$ cat config.mk
export PLATFORM = sky130hd
export DESIGN_NAME = param_shift_queue
export DESIGN_NICKNAME = d
export VERILOG_FILES = /design/src/rtl/param_shift_queue.sv
export SDC_FILE = /design/constraint.sdc
export NUM_CORES = 1
export LEC_CHECK = 0
export CORE_ASPECT_RATIO = 0.7
export CORE_UTILIZATION = 40
export CTS_CLUSTER_DIAMETER = 120
export DETAILED_ROUTE_END_ITERATION = 8
export GPL_TIMING_DRIVEN = 0
export HOLD_SLACK_MARGIN = 0.03
export MAX_ROUTING_LAYER = met4
export PLACE_DENSITY = 0.77
export SYNTH_ARGS = -nofsm -noshare
export SYNTH_HDL_FRONTEND = slang
export SYNTH_HIERARCHICAL = 1
export SYNTH_SLANG_ARGS = --single-unit
$ cat constraint.sdc
create_clock -name clk -period 1.7 [get_ports clk]
set_clock_uncertainty 0.15 [all_clocks]
set_input_delay 0.34 -clock clk [delete_from_list [all_inputs] [get_ports clk]]
set_output_delay 0.34 -clock clk [all_outputs]
set_load 0.05 [all_outputs]
$ cat src/rtl/param_shift_queue.sv
// Parametrised shift queue: DATA_W-bit entries shift through DEPTH lanes and are
// emitted as one packed word with a valid/ready handshake, flush and drop counting.

module param_shift_queue_lane #(
  parameter int DATA_W = 8
) (
  input  logic              clk,
  input  logic              rst,
  input  logic              load,
  input  logic              clear,
  input  logic [DATA_W-1:0] d,
  output logic [DATA_W-1:0] q
);
  always_ff @(posedge clk or posedge rst) begin
    if (rst)        q <= '0;
    else if (clear) q <= '0;
    else if (load)  q <= d;
  end
endmodule

module param_shift_queue #(
  parameter int DATA_W = 8,
  parameter int DEPTH  = 4,
  parameter int DROP_W = 8
) (
  input  logic                     clk,
  input  logic                     rst,
  input  logic                     EN,
  input  logic [DATA_W-1:0]        data,
  output logic                     in_ready,
  input  logic                     flush,
  output logic                     out_valid,
  input  logic                     out_ready,
  output logic [DATA_W*DEPTH-1:0]  Data_Q,
  output logic [$clog2(DEPTH+1)-1:0] out_count,
  output logic                     out_partial,
  output logic [DROP_W-1:0]        drop_cnt
);
  localparam int CNT_W = $clog2(DEPTH+1);

  typedef enum logic {FILL, HOLD} state_t;
  state_t state, state_nxt;

  logic [DEPTH-1:0][DATA_W-1:0] lane_q, lane_d;
  logic [CNT_W-1:0]             count, count_nxt;
  logic                         partial, partial_nxt;
  logic                         accept, emit;

  assign accept = (state == FILL) && EN;
  assign emit   = (state == HOLD) && out_ready;

  // Lane 0 is R1 (newest entry); each accept moves every lane up by one.
  for (genvar k = 0; k < DEPTH; k++) begin : g_lane
    if (k == 0) begin : g_head
      assign lane_d[k] = data;
    end else begin : g_body
      assign lane_d[k] = lane_q[k-1];
    end
    param_shift_queue_lane #(.DATA_W(DATA_W)) u_lane (
      .clk   (clk),
      .rst   (rst),
      .load  (accept),
      .clear (emit),
      .d     (lane_d[k]),
      .q     (lane_q[k])
    );
  end

  always_ff @(posedge clk or posedge rst) begin
    if (rst) begin
      state   <= FILL;
      count   <= '0;
      partial <= 1'b0;
    end else begin
      state   <= state_nxt;
      count   <= count_nxt;
      partial <= partial_nxt;
    end
  end

  always_comb begin
    state_nxt   = state;
    count_nxt   = count;
    partial_nxt = partial;
    case (state)
      FILL: begin
        if (accept) count_nxt = count + CNT_W'(1);
        // A flush only closes a packet that will hold at least one entry.
        if ((count_nxt == CNT_W'(DEPTH)) || (flush && (count_nxt != '0))) begin
          state_nxt   = HOLD;
          partial_nxt = (count_nxt != CNT_W'(DEPTH));
        end
      end
      HOLD: begin
        if (out_ready) begin
          state_nxt   = FILL;
          count_nxt   = '0;
          partial_nxt = 1'b0;
        end
      end
      default: state_nxt = FILL;
    endcase
  end

  always_ff @(posedge clk or posedge rst) begin
    if (rst)
      drop_cnt <= '0;
    else if ((state == HOLD) && EN && (drop_cnt != {DROP_W{1'b1}}))
      drop_cnt <= drop_cnt + DROP_W'(1);
  end

  assign in_ready    = (state == FILL);
  assign out_valid   = (state == HOLD);
  assign Data_Q      = lane_q;
  assign out_count   = count;
  assign out_partial = partial;
endmodule

==> impl_metrics.tcl, run 1 <==
set metrics [dict create \
    tns_ps 0 \
    cp_max_fo 2 \
    setup_viol_count_final 0 \
    top_level_ports 59 \
    min_period_ps 1670 \
    synth_nets 191 \
    ys_ff_latch 45 \
    max_freq_ghz 0.600 \
    drc 0 \
    final_cell_mix "36 x nor2_1, 35 x mux2i_1, 34 x dfrtp_1, 26 x clkbuf_2, 12 x clkdlybuf4s15_2" \
    async_reset_ff_share_pct 100 \
    die-area_sq_um 5500 \
    core_sq_um 4890 \
    synth_area_sq_um 2080 \
    final_common_cell "nor2_1" \
    finalHoldViolations 0 \
    clk_pin_slew_ps 90 \
    cts_buffers 5 \
    ys_warn_count 6 \
    yosysTopAreaCell "dfrtp_1" \
    endpoint_kind "output pin" \
    synth_flop_cell "dfrtp_1" \
    cts_tree "done" \
    grt_overflow 0 \
    hpwl_um 3290 \
    grt_setup_unrepaired "false" \
    ys_types 35 \
    wire_per_inst_um 14.3 \
    io_buffer_count 57 \
    grt_pass1_vias 1439 \
    cp.required_ps 1210 \
    critPathArrivalTime_ps 1180 \
    area_delta_synth_final_pct 34.4 \
    nets 259 \
    status "completed" \
    hold_buffers 0 \
    critical_path.cell_chain "dlygate4sd2_1" \
    setup_ws_ps 33.8 \
    area.sequential_sq_um 1140 \
    rows 21 \
    start_kind "flop" \
    h-tree-depth 2 \
    synth_area_leaders "dfrtp_1 54%, mux2i_1 17%, nor2_1 6.5%" \
    die_h_um 62.4 \
    cts_max_path_buffers 2 \
    dr.pass1.iters 4 \
    maxSlewHeadroom_pct 65.0 \
    drv_cap 0 \
    layout-drive-gt1-share_pct 32.7 \
    clk_latency_ps 290 \
    rrSetupSlack_ps 60 \
    tightest_slew_ps 524 \
    gr-usage-all-layers_pct 17.6 \
    path_buf_inv 1 \
    clkSinkCount 45 \
    die_x_um 88.2 \
    ant_nets 0 \
    antenna_found_initial 0 \
    place_ws_ps -198 \
    max_stage_delay_ps 530 \
    grt_max_degree 15 \
    avgSynthCellArea_sq_um 11.8 \
    n_antenna_cell 0 \
    synth_seq_area_share_pct 54.1 \
    vias 1530 \
    yosys.area.top_type_share_pct 54.1 \
    drt_iter0_drc 56 \
    worstHoldPathType "in -> reg" \
    period_share_pct 98.0 \
    multi_input_area_sq_um 856 \
    wl_um 4490 \
    grt_pass1_wl_um 7250 \
    crit_slowest_cell "dlygate4sd2_1" \
    via_per_inst 4.87 \
    routabilityCongestion 0.845 \
    crit_family "buffers and inverters" \
    syn_inst 176 \
    synth_edf_count 0 \
    cts_root_buffer "clkbuf_8" \
    criticalPathCategory "reg -> out" \
    nFillCells 428 \
    drv_slew 0 \
    initial_core_util_pct 42.6 \
]
[cell families after synthesis]
family	after synthesis	synth area share, %
buffers and inverters	20	5.77
flip-flops	45	54.1
AO/OA/AOI/OAI	15	6.55
adder cells (fa/ha/maj)	2	1.20
AND/OR/NAND/NOR	53	12.5
XOR/XNOR	3	1.26
multiplexers	38	18.6
[layer usage]
metal	routed length [um]	track usage [%]	up-vias
li1	-	-	738
met5	0	-	-
met4	14	3.83	0
met2	1990	24.8	47
met3	257	3.86	2
met1	2230	25.9	743
[Yosys cell counts (2+ instances only)]
cell type   n
nand2b_1    2
nand3_1     2
buf_6       6
nor2_1     36
inv_1      10
mux2i_1    35
dfrtp_1    45
nor3_1      2
ha_1        2
buf_1       4
o21ai_0     3
nand2_1     4
xnor2_1     2
mux2_2      2
[state kept, by name, summed over array words and instances (netlist names)]
name and count:
out_partial 1, out_valid 1, g_lane.u_lane/q 32, drop_cnt 8
out_count 3
[final timing paths]
| path | start | end | cells past startpoint |
|---|---|---|---|
| hold reg to reg | g_lane[3].u_lane/q[0]$_DFFE_PP0P_ | g_lane[3].u_lane/q[0]$_DFFE_PP0P_ | 2 |
| hold / removal | EN | out_count[1]$_DFFE_PP0P_ | 3 |
| min in group asynchronous | rst | g_lane[2].u_lane/q[5]$_DFFE_PP0P_ | 2 |
| setup reg to reg | out_count[0]$_DFFE_PP0P_ | out_partial$_DFFE_PP0P_ | 4 |
| setup / recovery | g_lane[3].u_lane/q[5]$_DFFE_PP0P_ | Data_Q[29] | 1 |
| max in group asynchronous | rst | drop_cnt[1]$_DFFE_PP0P_ | 2 |
[worst register-to-register path: cells and delay by family, from the launching register on]
| family | cells | cell delay [ps] |
|---|---|---|
| AOI/OAI and AO/OA | 2 | 410 |
| adders and majority gates | 1 | 260 |
| DFF | 1 | 470 |
| and+or+nand+nor | 1 | 230 |
[layout make-up]
| class | instances | area share (%) |
|---|---|---|
| Inverter | 10 | 1.48 |
| Buffer | 10 | 2.95 |
| Clock buffer | 6 | 2.59 |
| Multi-Input combinational cell | 111 | 30.6 |
| Timing Repair Buffer | 61 | 17.2 |
| Clock inverter | 2 | 1.39 |
| Tap cell | 69 | 3.09 |
| Sequential cell | 45 | 40.7 |
[timing repair]
item / CTS / global route
gates resized for setup: 99 / 35
setup endpoints to repair: 47 / 36
buffers inserted: 0 / 4
[through the flow]
step	util [%]	area (sq um)	instances	hold slack, ps
4_1_cts	59.0	2880	310	276
5_1_grt	57.2	2800	314	316
3_5_place_dp	56.7	2770	302	357
3_3_place_gp	56.7	2770	302	353
2_1_floorplan	-	2110	176	5.66
6_report	57.2	2800	314	283
Power of run 1 is not shown: default switching activity piles up to over one toggle a cycle in this logic, so the estimate is an artifact.
==> run 2, diff against run 1 <==
Settings changed: CAP_MARGIN from default to 10.
==> results of run 2 <==
Final layout, timing and power as in run 1 (identical DEF).
Power of run 2 is left out for the same reason.
==> variant, RTL diff (settings of run 2) <==
Change the parameter `DEPTH` from 4 to 8.
--- a/src/rtl/param_shift_queue.sv
+++ b/src/rtl/param_shift_queue.sv
@@ -22,3 +22,3 @@
   parameter int DATA_W = 8,
-  parameter int DEPTH  = 4,
+  parameter int DEPTH  = 8,
   parameter int DROP_W = 8
Ports: changed (resized Data_Q and out_count); port bits go from 59 to 92. The function was not compared with the original's and may differ.
==> variant against run 2 <==
  * The run now ends with setup timing left
  * Routed wire length rose by 83%
  * Synthesized area rose by 65%
  * Non-clock buffer count rose by 40
  * Sequential cell count rose by 33
  * Setup slack got worse by 39 ps
  * Cell area rose by 75%
  * Fmax fell by 2.3%
  * Sequential share of layout area fell by 0.59 points
  * Largest cell class unchanged
==> variant: results (changes against run 2) <==
### Global routing
- 13.4 mm — wire length of the first global-routing pass, +85%
- 27.9% — global routing usage on met1, +2.0 points
- 5.62% — GR met3 Demand/Resource, +1.8 points
- 20.3% — Tot GR Track Use, +2.8 points
- 2555 — vias in the first global route, +78%

### Clock network
- 3 — H-tree depth, +1
- 9 — cts bufs inserted, +4
- clkbuf_16 — Clock Tree Root
- 60 ps — clock transition time at the flip-flop clock pins of the worst setup and hold paths, -30 ps
- 330 ps — clock latency reported for the late side of the worst-skew pair, +40 ps

### Synth
- dfrtp_1 57%, mux2i_1 19%, nor2_1 7.9% — cells taking the most area after synthesis
- 56.9% — portion of the post-synthesis area used by sequential elements, +2.8 points
- 78 x dfrtp_1, 72 x nor2_1, 64 x mux2i_1 — leading post-synthesis cells by instance count
- 3.72% — complex-gate fraction of the synthesized area, -2.8 points
- 11.6 µm² — Avg Synthesized Cell Area, -2.1%
- 1.28% — xor/xnor cell area share of the yosys netlist, +0.015 points
- 0.730% — adder and majority cell fraction of the synthesized area, -0.47 points
- 19.4% — multiplexer share of the synthesized area, +0.82 points
- 311 — total nets after synthesis, +63%

### Detailed routing
- 2523 — routed vias, +65%
- 132 — DRC violation total after the first TritonRoute iteration, +140%

### Layout
- 657 — number of fill cells, +54%
- 505 — non-filler instance count after layout, +61%
- 414 — Total Nets Final, +60%
- 64 — number of flip-flops in the largest register, +100%
- 32.7% — layout cells sized above 1, about the same

### Placed design
- 90 — number of port buffers, +58%
- 6.22 mm — post-DP HPWL, +89%
- 487 — number of instances in the placed design, +61%
- 0.766 — Final GP Congestion, -9.3%

### Run status
- setup timing — failing checks
- complete, but fails checks — outcome

### STA
- 212 ps — WHS, -70.9 ps
- -5.25 ps — smallest setup slack after layout, -39.0 ps
- 1 — final number of setup-violating endpoints, +1
- 545 ps — actual slew at the worst max-slew pin, +21.4 ps

### Critical path
- 10 ps — minimum setup slack among reg-to-reg paths, -50 ps
- 1220 ps — Arrival @ worst endpoint, +40 ps
- 10 — largest fanout on the critical path, +8

## variant: cell count changes after synthesis, sizes merged, moves of 2 or more
cell and delta:
a21oi +2, a31oi +3, buf +8, dfrtp +33, inv +2, mux2i +29
nand3 +3, nor2 +36, nor2b +4, nor3 +3, nor4 +2, o31ai +2
xor2 +2
## variant: cell type report
type | count | area, µm² | share of cell area [%]
Inverter | 12 | 48.8 | 0.997
Tap cell | 101 | 126 | 2.58
Sequential cell | 78 | 1970 | 40.1
Buffer | 19 | 155 | 3.17
Clock inverter | 6 | 71.3 | 1.46
Clock buffer | 10 | 229 | 4.68
Timing Repair Buffer | 92 | 966 | 19.7
Multi-Input combinational cell | 187 | 1330 | 27.2
## variant: kinds of logic (layout without fill, tap and decap cells)
logic type / count (synthesis) / in the layout
compound gates: 16 / 16
xor+xnor: 5 / 5
fa+ha+maj: 2 / 2
buf+inv: 31 / 139
flops: 78 / 78
mux: 66 / 66
simple gates: 98 / 98
## variant: per-stage QoR
step	TNS (ps)	setup slack (ps)	area, µm²	total power [mW]
6_report	-5.25	-5.25	4900	9.73
4_1_cts	-246	-246	4900	9.74
3_3_place_gp	-15420	-298	4510	7.83
3_5_place_dp	-18120	-342	4510	7.96
2_1_floorplan	-38.5	-32.4	3480	6.32
5_1_grt	-194	-71.8	4900	10.2
## variant: path summary, 6_finish.rpt
path,startpoint,endpoint
worst min-delay path,EN,drop_cnt[0]
min in group asynchronous,rst,g_lane[6].u_lane/q[0]
worst max-delay path,out_valid,in_ready
worst max register to register,out_count[1],out_partial
max in group asynchronous,rst,out_valid
worst min register to register,drop_cnt[2],drop_cnt[2]
## variant: worst max-delay path, stage by stage (launching register included)
cell	delay, ps
dfrtp_2	440
buf_8	170
clkinvlp_4	90
buf_4	190
## variant: repair_timing
item	4_1_cts	5_1_grt
gates cloned	0	0
pin swaps	0	2
setup endpoints to repair	80	71
buffers inserted	0	2
resized for setup	228	22
## variant: routing by layer
metal	routed length [µm]	share of wire (%)	vias to the layer above
li1	-	-	1209
met1	3930	48	1232
met2	3840	47	74
met3	383	4.7	8
met4	70	0.85	0
met5	0	0	-
## variant: power groups by stage
| stage | combinational [mW] | clock, mW | sequential [mW] |
|---|---|---|---|
| final | 4.82 | 1.91 | 3.00 |
| after global routing | 5.07 | 2.04 | 3.09 |
| after CTS | 4.79 | 1.96 | 3.00 |
| after detailed placement | 4.94 | 0 | 3.02 |
| after global placement | 4.83 | 0 | 3.00 |
| after floorplan | 1.47 | 0 | 4.84 |
